[src/rtl/vga_pkg.sv]
// Shared VGA definitions: 640x480 timing constants, pattern modes, RGB332 colours and handshake states.
package vga_pkg;

  localparam int unsigned H_TOTAL  = 800;
  localparam int unsigned H_ACTIVE = 640;
  localparam int unsigned V_TOTAL  = 525;
  localparam int unsigned V_ACTIVE = 480;

  typedef enum logic [1:0] {
    SOLID  = 2'd0,
    BARS   = 2'd1,
    CHECK  = 2'd2,
    SCROLL = 2'd3
  } vga_mode_t;

  typedef enum logic {
    IDLE    = 1'b0,
    PENDING = 1'b1
  } hs_state_t;

  // RGB332 byte layout: [7:6] b, [5:3] g, [2:0] r
  localparam logic [7:0] RGB_WHITE   = 8'hFF;
  localparam logic [7:0] RGB_YELLOW  = 8'h3F;
  localparam logic [7:0] RGB_CYAN    = 8'hF8;
  localparam logic [7:0] RGB_GREEN   = 8'h38;
  localparam logic [7:0] RGB_MAGENTA = 8'hC7;
  localparam logic [7:0] RGB_RED     = 8'h07;
  localparam logic [7:0] RGB_BLUE    = 8'hC0;
  localparam logic [7:0] RGB_BLACK   = 8'h00;

endpackage

[src/rtl/vga_bar_lut.sv]
// Colour-bar lookup: 3-bit bar index to RGB332 colour, combinational.
module vga_bar_lut
  import vga_pkg::*;
(
  input  logic [2:0] idx,
  output logic [7:0] color_c
);

  always_comb begin
    color_c = RGB_BLACK;
    case (idx)
      3'd0:    color_c = RGB_WHITE;
      3'd1:    color_c = RGB_YELLOW;
      3'd2:    color_c = RGB_CYAN;
      3'd3:    color_c = RGB_GREEN;
      3'd4:    color_c = RGB_MAGENTA;
      3'd5:    color_c = RGB_RED;
      3'd6:    color_c = RGB_BLUE;
      default: color_c = RGB_BLACK;
    endcase
  end

endmodule

[src/rtl/vga_pattern_src.sv]
// VGA pixel source: raster counters, RGB332 test patterns, frame-synchronous mode handshake.
// Define VGA_PATTERN_SCROLL_EN to make mode 3 scroll the colour bars; otherwise mode 3 equals mode 1.
module vga_pattern_src #(
  parameter int unsigned H_TOTAL    = vga_pkg::H_TOTAL,
  parameter int unsigned H_ACTIVE   = vga_pkg::H_ACTIVE,
  parameter int unsigned V_TOTAL    = vga_pkg::V_TOTAL,
  parameter int unsigned V_ACTIVE   = vga_pkg::V_ACTIVE,
  parameter int unsigned BAR_W      = 80,
  parameter int unsigned CHECK_LOG2 = 5
) (
  input  logic       dclk,
  input  logic       rst,
  input  logic [1:0] mode_sel,
  input  logic       mode_req,
  input  logic [7:0] fill_color,
  output logic       mode_ack,
  output logic [7:0] data,
  output logic       frame_start,
  output logic       active
);
  import vga_pkg::*;

  localparam int unsigned HW = $clog2(H_TOTAL);
  localparam int unsigned VW = $clog2(V_TOTAL);

  logic [HW-1:0] hcnt;
  logic [VW-1:0] vcnt;
  logic          h_last;
  logic          frame_end;
  logic          visible;

  hs_state_t     state;
  hs_state_t     state_nxt;
  logic          capture;
  logic          apply;
  vga_mode_t     cur_mode;
  vga_mode_t     sh_mode;
  logic [7:0]    cur_color;
  logic [7:0]    sh_color;

  logic [2:0]    bar_idx;
  logic [7:0]    bar_color;
  logic [7:0]    pix;

  always_comb begin
    h_last    = (hcnt == HW'(H_TOTAL - 1));
    frame_end = h_last && (vcnt == VW'(V_TOTAL - 1));
    visible   = (hcnt < HW'(H_ACTIVE)) && (vcnt < VW'(V_ACTIVE));
  end

`ifdef VGA_PATTERN_SCROLL_EN
  logic [HW-1:0] offset;
  logic [HW:0]   scroll_sum;
  logic [HW:0]   scroll_x;

  // Both operands are below H_ACTIVE when visible, so one conditional subtract gives the modulo
  always_comb begin
    scroll_sum = {1'b0, hcnt} + {1'b0, offset};
    scroll_x   = (scroll_sum >= (HW+1)'(H_ACTIVE)) ? scroll_sum - (HW+1)'(H_ACTIVE) : scroll_sum;
  end

  always_ff @(posedge dclk) begin
    if (rst) begin
      offset <= '0;
    end else if (frame_end) begin
      offset <= (offset == HW'(H_ACTIVE - 1)) ? '0 : offset + HW'(1);
    end
  end
`endif

  always_comb begin
    bar_idx = 3'(32'(hcnt) / BAR_W);
`ifdef VGA_PATTERN_SCROLL_EN
    if (cur_mode == SCROLL) begin
      bar_idx = 3'(32'(scroll_x) / BAR_W);
    end
`endif
  end

  vga_bar_lut u_bar_lut (
    .idx     (bar_idx),
    .color_c (bar_color)
  );

  always_comb begin
    pix = 8'h00;
    if (visible) begin
      case (cur_mode)
        SOLID:   pix = cur_color;
        CHECK:   pix = (hcnt[CHECK_LOG2] ^ vcnt[CHECK_LOG2]) ? ~cur_color : cur_color;
        default: pix = bar_color;
      endcase
    end
  end

  // Handshake: first request captured in IDLE is held until the next frame boundary
  always_comb begin
    state_nxt = state;
    capture   = 1'b0;
    apply     = 1'b0;
    case (state)
      IDLE: begin
        if (mode_req) begin
          capture   = 1'b1;
          state_nxt = PENDING;
        end
      end
      PENDING: begin
        if (frame_end) begin
          apply     = 1'b1;
          state_nxt = IDLE;
        end
      end
      default: state_nxt = IDLE;
    endcase
  end

  always_ff @(posedge dclk) begin
    if (rst) begin
      state <= IDLE;
    end else begin
      state <= state_nxt;
    end
  end

  always_ff @(posedge dclk) begin
    if (rst) begin
      hcnt        <= '0;
      vcnt        <= '0;
      sh_mode     <= BARS;
      sh_color    <= 8'h00;
      cur_mode    <= BARS;
      cur_color   <= 8'h00;
      mode_ack    <= 1'b0;
      data        <= 8'h00;
      active      <= 1'b0;
      frame_start <= 1'b0;
    end else begin
      hcnt <= h_last ? '0 : hcnt + HW'(1);
      if (h_last) begin
        vcnt <= (vcnt == VW'(V_TOTAL - 1)) ? '0 : vcnt + VW'(1);
      end
      if (capture) begin
        sh_mode  <= vga_mode_t'(mode_sel);
        sh_color <= fill_color;
      end
      if (apply) begin
        cur_mode  <= sh_mode;
        cur_color <= sh_color;
      end
      mode_ack    <= apply;
      data        <= pix;
      active      <= visible;
      frame_start <= (hcnt == '0) && (vcnt == '0);
    end
  end

endmodule

[config.mk]
export PLATFORM = sky130hd
export DESIGN_NAME = vga_pattern_src
export DESIGN_NICKNAME = d
export VERILOG_FILES = /design/src/rtl/vga_pkg.sv /design/src/rtl/vga_bar_lut.sv /design/src/rtl/vga_pattern_src.sv
export SDC_FILE = /design/constraint.sdc
export NUM_CORES = 1
export LEC_CHECK = 0
export ABC_AREA = 1
export ABC_CLOCK_PERIOD_IN_PS = 2600
export CORE_MARGIN = 2
export CORE_UTILIZATION = 55
export CTS_BUF_LIST = sky130_fd_sc_hd__clkbuf_16
export CTS_CLUSTER_SIZE = 12
export DETAILED_ROUTE_END_ITERATION = 7
export PLACE_DENSITY = 0.76
export SYNTH_ARGS = -nofsm -noshare
export SYNTH_HDL_FRONTEND = slang
export SYNTH_SLANG_ARGS = --single-unit
[constraint.sdc]
create_clock -name dclk -period 2.6 [get_ports dclk]
set_input_delay 0.26 -clock dclk [delete_from_list [all_inputs] [get_ports dclk]]
set_output_delay 0.26 -clock dclk [all_outputs]
set_load 0.1 [all_outputs]
Yosys cells after proc, flatten, opt, wreduce, memory -nomap -nowiden
Cells that the tools add are included.
{"block": "op_classes", "reduce_logical": 9, "n_addsub": 2, "n_bitwise": 4, "n_eq_ne": 9, "n_mux": 10, "n_div": 1, "order_cmp": 2}
{"op": "$pmux 8 s7", "count": 1}
{"op": "$div 10x7->32 const B", "count": 1}
{"op": "$add 10x1->10 const B", "count": 2}
{"op": "$eq 10x10->1 const B", "count": 2}
{"op": "$logic_not 10->1", "count": 2}
{"op": "$pmux 8 s2", "count": 1}
{"op": "$lt 10x10->1 const B", "count": 1}
{"op": "$lt 10x9->1 const B", "count": 1}
{"op": "$mux 10", "count": 1}
{"op": "$eq 3x3->1 const B", "count": 3}
{"op": "$mux 8", "count": 1}
{"op": "$not 8->8", "count": 1}
{"op": "$eq 3x2->1 const B", "count": 2}
{"op": "$mux 1", "count": 5}
{"op": "$reduce_or 2->1", "count": 2}
{"op": "$eq 3x1->1 const B", "count": 1}
{"op": "$logic_and 1x1->1", "count": 3}
{"op": "$logic_not 3->1", "count": 1}
{"op": "$eq 2x2->1 const B", "count": 1}
{"op": "$logic_not 2->1", "count": 1}
{"op": "$not 1->1", "count": 2}
{"op": "$pmux 1 s2", "count": 1}
{"op": "$xor 1x1->1", "count": 1}
{"block": "totals", "input_bits": 13, "word_cells": 48, "reg_bits": 52}

Logic depth before layout (Yosys ltp)
{"block": "logic_depth", "ltp_word": 4, "depth_mapped": 18}

Hierarchy
A second synthesis with hierarchy kept.
{"block": "hier_totals", "hier_cells": 311, "area_unflattened_um2": 2502.4}
{"mod": "vga_pattern_src", "area_each_um2": 2453.6, "cells_per_inst": 303, "n_inst": 1, "seq_area_each_um2": 1041.0}
{"mod": "vga_bar_lut", "area_each_um2": 48.8, "cells_per_inst": 8, "n_inst": 1, "seq_area_each_um2": 0.0}

Worst setup path after synthesis
OpenSTA, ideal clock, no wires.
{"block": "synth_path", "path_kind": "reg2reg", "startpoint": "register hcnt[8]", "endpoint": "register data[6]", "path_slack_ns": 0.363, "setup_time_ns": 0.070, "synth_period_minus_slack_ns": 2.237, "arrival_time_ns": 2.167, "path_stages_with_launch": 16, "required_time_ns": 2.530, "n_path_buf": 1, "cell_sequence": "dfxtp_1 -> buf_6 -> nor2_2 -> inv_1 -> ha_1 -> o21ai_4 -> nand4_1 -> nand2_1 -> nand2_1 -> nor2_4 -> nand3_2 -> nand2_1 -> nand3_1 -> nor2_1 -> nand3_1 -> a21oi_1"}
{"block": "synth_via", "elab_chain_cells": 4, "word_cells_on_any_way": 14, "classes_between": "1 x div; 1 x order compare; 6 x eq/ne; 2 x mux; 1 x bitwise; 3 x reduce/logical"}
{"item": "start: declaration", "line": "vga_pattern_src.sv:26", "source": "logic [HW-1:0] hcnt;"}
{"item": "start signal: assignment", "line": "vga_pattern_src.sv:139", "source": "hcnt <= h_last ? '0 : hcnt + HW'(1);"}
{"item": "$div 10x7->32 / $lt 10x10->1 (equally long branches)", "line": "vga_pattern_src.sv:72, vga_pattern_src.sv:48"}
{"item": "$eq 3x3->1, or another cell as far along", "line": "vga_bar_lut.sv:11", "source": "case (idx)"}
{"item": "$pmux 8 s7 / $not 1->1 (equally long branches)"}
{"item": "$pmux 8 s2 / $reduce_or 2->1 (equally long branches)"}
{"item": "end signal: assignment", "line": "vga_pattern_src.sv:152", "source": "data <= pix;"}
{"item": "end: declaration", "line": "vga_pattern_src.sv:17", "source": "output logic [7:0] data,"}
Parallel ways exist; a longest one is shown, timed or not.
A chain may end at the register's enable or synchronous reset.

Worst setup path after layout
{"block": "layout_path", "startpoint": "register hcnt[7]", "endpoint": "register data[6]"}
Same word-level chain as after synthesis.

==> flow_summary.toml <==
[power]
p_total_w = 0.00165
p_leak_nw = 1.32
power_frac_clock_pct = 39.9
vdd.ir_drop.worst_mv = 0.441
internal-power_w = 0.00123
switching_share_pct = 25.6
powerDensity_nw_per_um2 = 553
pwr-share-seq_pct = 50.5
combPwrFrac_pct = 9.5
p_switching_w = 0.000422

[final_layout]
fillers = 381
antenna_cells = 0
layout_common_cells = "nand2_1, dfxtp_1, nor2_1"
fin_util_pct = 67.6
drive_above_1_share_pct = 14.7
multi_input_area_sq_um = 1290
final_common_cell = "nand2_1"
fin_nets = 397
area_growth_pct = 17.4
regArea_sq_um = 1040

[route]
wl_per_cell_um = 12.1
ant_nets = 0
drcViolationCount = 0
initialDrtViolationCount = 152
via_per_inst = 5.23
vias = 2259
dr.pass1.iters = 4
wirelength_mm = 5.21

[clock_tree]
cts-root-buf = "clkbuf_16"
clock_latency_ps = 290
path_clk_slew_ps = 70
cts_buffers = 5
cts_buffer_depth = 2
cts_tree = "yes"
clkSinkCount = 52
postCtsHoldBufs = 0
h-tree-depth = 2

[status]
outcome = "complete, no violations"

[worst_setup_path]
crit_required_ps = 2810
cp_slowest_cell = "dfxtp_1"
critPathLaunchType = "register"
critPathMaxFanout = 7
reg2reg_from = "hcnt[7]"
r2r_slack_ps = 230
max_stage_delay_ps = 400
arrival_ps = 2580
crit_path_frequent_cell = "nand2_1"
ff2ff_path_depth = 14
crit_type = "register to register"
path_cells = "nor2_4, inv_1, ha_1, o21ai_4, nand4_1, nand2_1, nand2_1, nor2_4, nand3_2, nand2_1, nand3_1, nor2_1, nand3_1, a21oi_1"
worstReg2RegEnd = "data[6]"
crit_path_end_kind = "register"

[synthesis]
seq_area_frac_synth_pct = 40.9
synth-seq-cells = 52
syn_inst = 347
postSynthAreaPerCell_sq_um = 7.33
synth_cell_types = 35
yosysWarnings = 0
synth_area_sq_um = 2540
synth_nets = 365

[floorplan]
fp.dieArea_sq_um = 5180
start_util_pct = 57.6
coreArea_sq_um = 4410
die_w_um = 72.0
fp-row-count = 24
die_h_um = 72.0
num_io_pins = 24

[flow_run]
cap_violations = 0

[timing]
finalSetupTns_ps = 0
finClkSkew_ps = 8.85
min_period_over_period_pct = 91.1
hold_viol_final = 0
setup_viol = 0
drv_slew = 0
rsz0062_at_grt = "no"
fin_crit_ps = 2370
tightest_slew_ps = 597
max_freq_mhz = 422
relSlewSlack_pct = 59.8

[hold_path]
min_path_cells = 1
hold_start = "hcnt[0]"
hold_class = "register to register"
worstHoldEndpoint = "hcnt[0]"

[global_routing]
grt_max_degree = 18
grt_overflow_total = 0
grt_usage_pct = 22.1
grt_pass1_vias = 2103
grt_pass1_wl_mm = 9.18
antenna_found_initial = 0

[place]
hpwl_mm = 3.87
gp_congestion = 0.834
portBuffers = 23
-- how the worst max path moves through the flow --
stage | from | endpoint | slack (ps) | depth (start not counted)
after floorplan | hcnt[8] | data[6] | 360 | 15
after global placement | hcnt[7] | data[7] | 280 | 14
after detailed placement | hcnt[7] | data[7] | 150 | 14
after CTS | hcnt[7] | data[6] | 60 | 14
after global routing | hcnt[7] | data[6] | 6 | 14
final | hcnt[7] | data[6] | 230 | 14
-- sequential cells by signal, summed over array words and instances, names as in the netlist --
register / count
state: 1
cur_color: 8
data: 8
sh_color: 8
active: 1
frame_start: 1
hcnt: 10
sh_mode: 2
mode_ack: 1
vcnt: 10
cur_mode: 2
-- cell usage after synthesis (all sizes together) --
cell type,n,area [sq um]
a2111oi,1,8.76
a22o,1,8.76
inv,48,180
clkbuf,3,11.3
o21ai,22,121
o21bai,1,7.51
ha,5,62.6
or2,2,15.0
nor2,51,216
o22ai,1,6.26
a21oi,19,95.1
nand2,75,317
clkinv,4,15.0
nor4,7,73.8
o31ai,1,7.51
xor2,3,26.3
nand3,27,165
nor3,5,35.0
nor3b,2,15.0
nand4,14,87.6
o211ai,1,7.51
a21boi,1,7.51
dfxtp,52,1040
buf,1,11.3
-- metrics by stage --
| stage | area, sq um | setup WS [ps] | hold WS [ps] | instances |
|---|---|---|---|---|
| 2_1_floorplan | 2540 | 363 | 351 | 347 |
| 3_3_place_gp | 2830 | 285 | 442 | 423 |
| 3_5_place_dp | 2830 | 145 | 449 | 423 |
| 4_1_cts | 2970 | 63.0 | 463 | 431 |
| 5_1_grt | 2990 | 5.52 | 493 | 432 |
| 6_report | 2990 | 231 | 461 | 432 |
-- routing by layer --
metal	vias up	share of wire (%)	GRT usage (%)
met3	10	4.1	5.28
met1	995	49	29.5
met2	57	45	34.4
met5	-	0	0
met4	0	1.6	9.22
li1	1197	-	-
-- power groups by stage --
stage	clock [W]	sequential, W	combinational, W
2_1_floorplan	0	0.000918	0.0000432
5_1_grt	0.000709	0.000837	0.000172
3_3_place_gp	0	0.000853	0.000157
6_report	0.000660	0.000835	0.000158
4_1_cts	0.000667	0.000835	0.000159
3_5_place_dp	0	0.000853	0.000158
-- what timing repair did --
| action | in CTS | in global routing |
|---|---|---|
| gates resized for setup | 0 | 1 |
| buffers inserted | 0 | 1 |
| endpoints found under the setup margin | 0 | 2 |
-- critical path: cells and delay by family, from the launching register on --
kind                       cells  cell delay (ps)
DFF                            1              400
and+or+nand+nor               10             1170
buffers and inverters          1               50
adders and majority gates      1              310
AOI/OAI and AO/OA              2              360
-- cell type report --
cell class              instances  share of cell area (%)
repair buffers                 29                    8.30
inverters                      52                    6.54
well taps                      52                    2.18
clock buffers                   5                    4.19
flip-flops and latches         52                    34.9
multi-input cells             239                    43.2
clock inverters                 3                   0.754
-- cell families (layout without fill, tap and decap cells) --
| kind of cell | after synthesis | count (layout) | share of synthesized area [%] |
|---|---|---|---|
| AO/OA/AOI/OAI | 48 | 48 | 10.6 |
| XOR/XNOR | 3 | 3 | 1.03 |
| adder cells (fa/ha/maj) | 5 | 5 | 2.46 |
| buffers and inverters | 56 | 89 | 8.56 |
| flip-flops | 52 | 52 | 40.9 |
| AND/OR/NAND/NOR | 183 | 183 | 36.4 |
(Power assumes the default switching activity.)
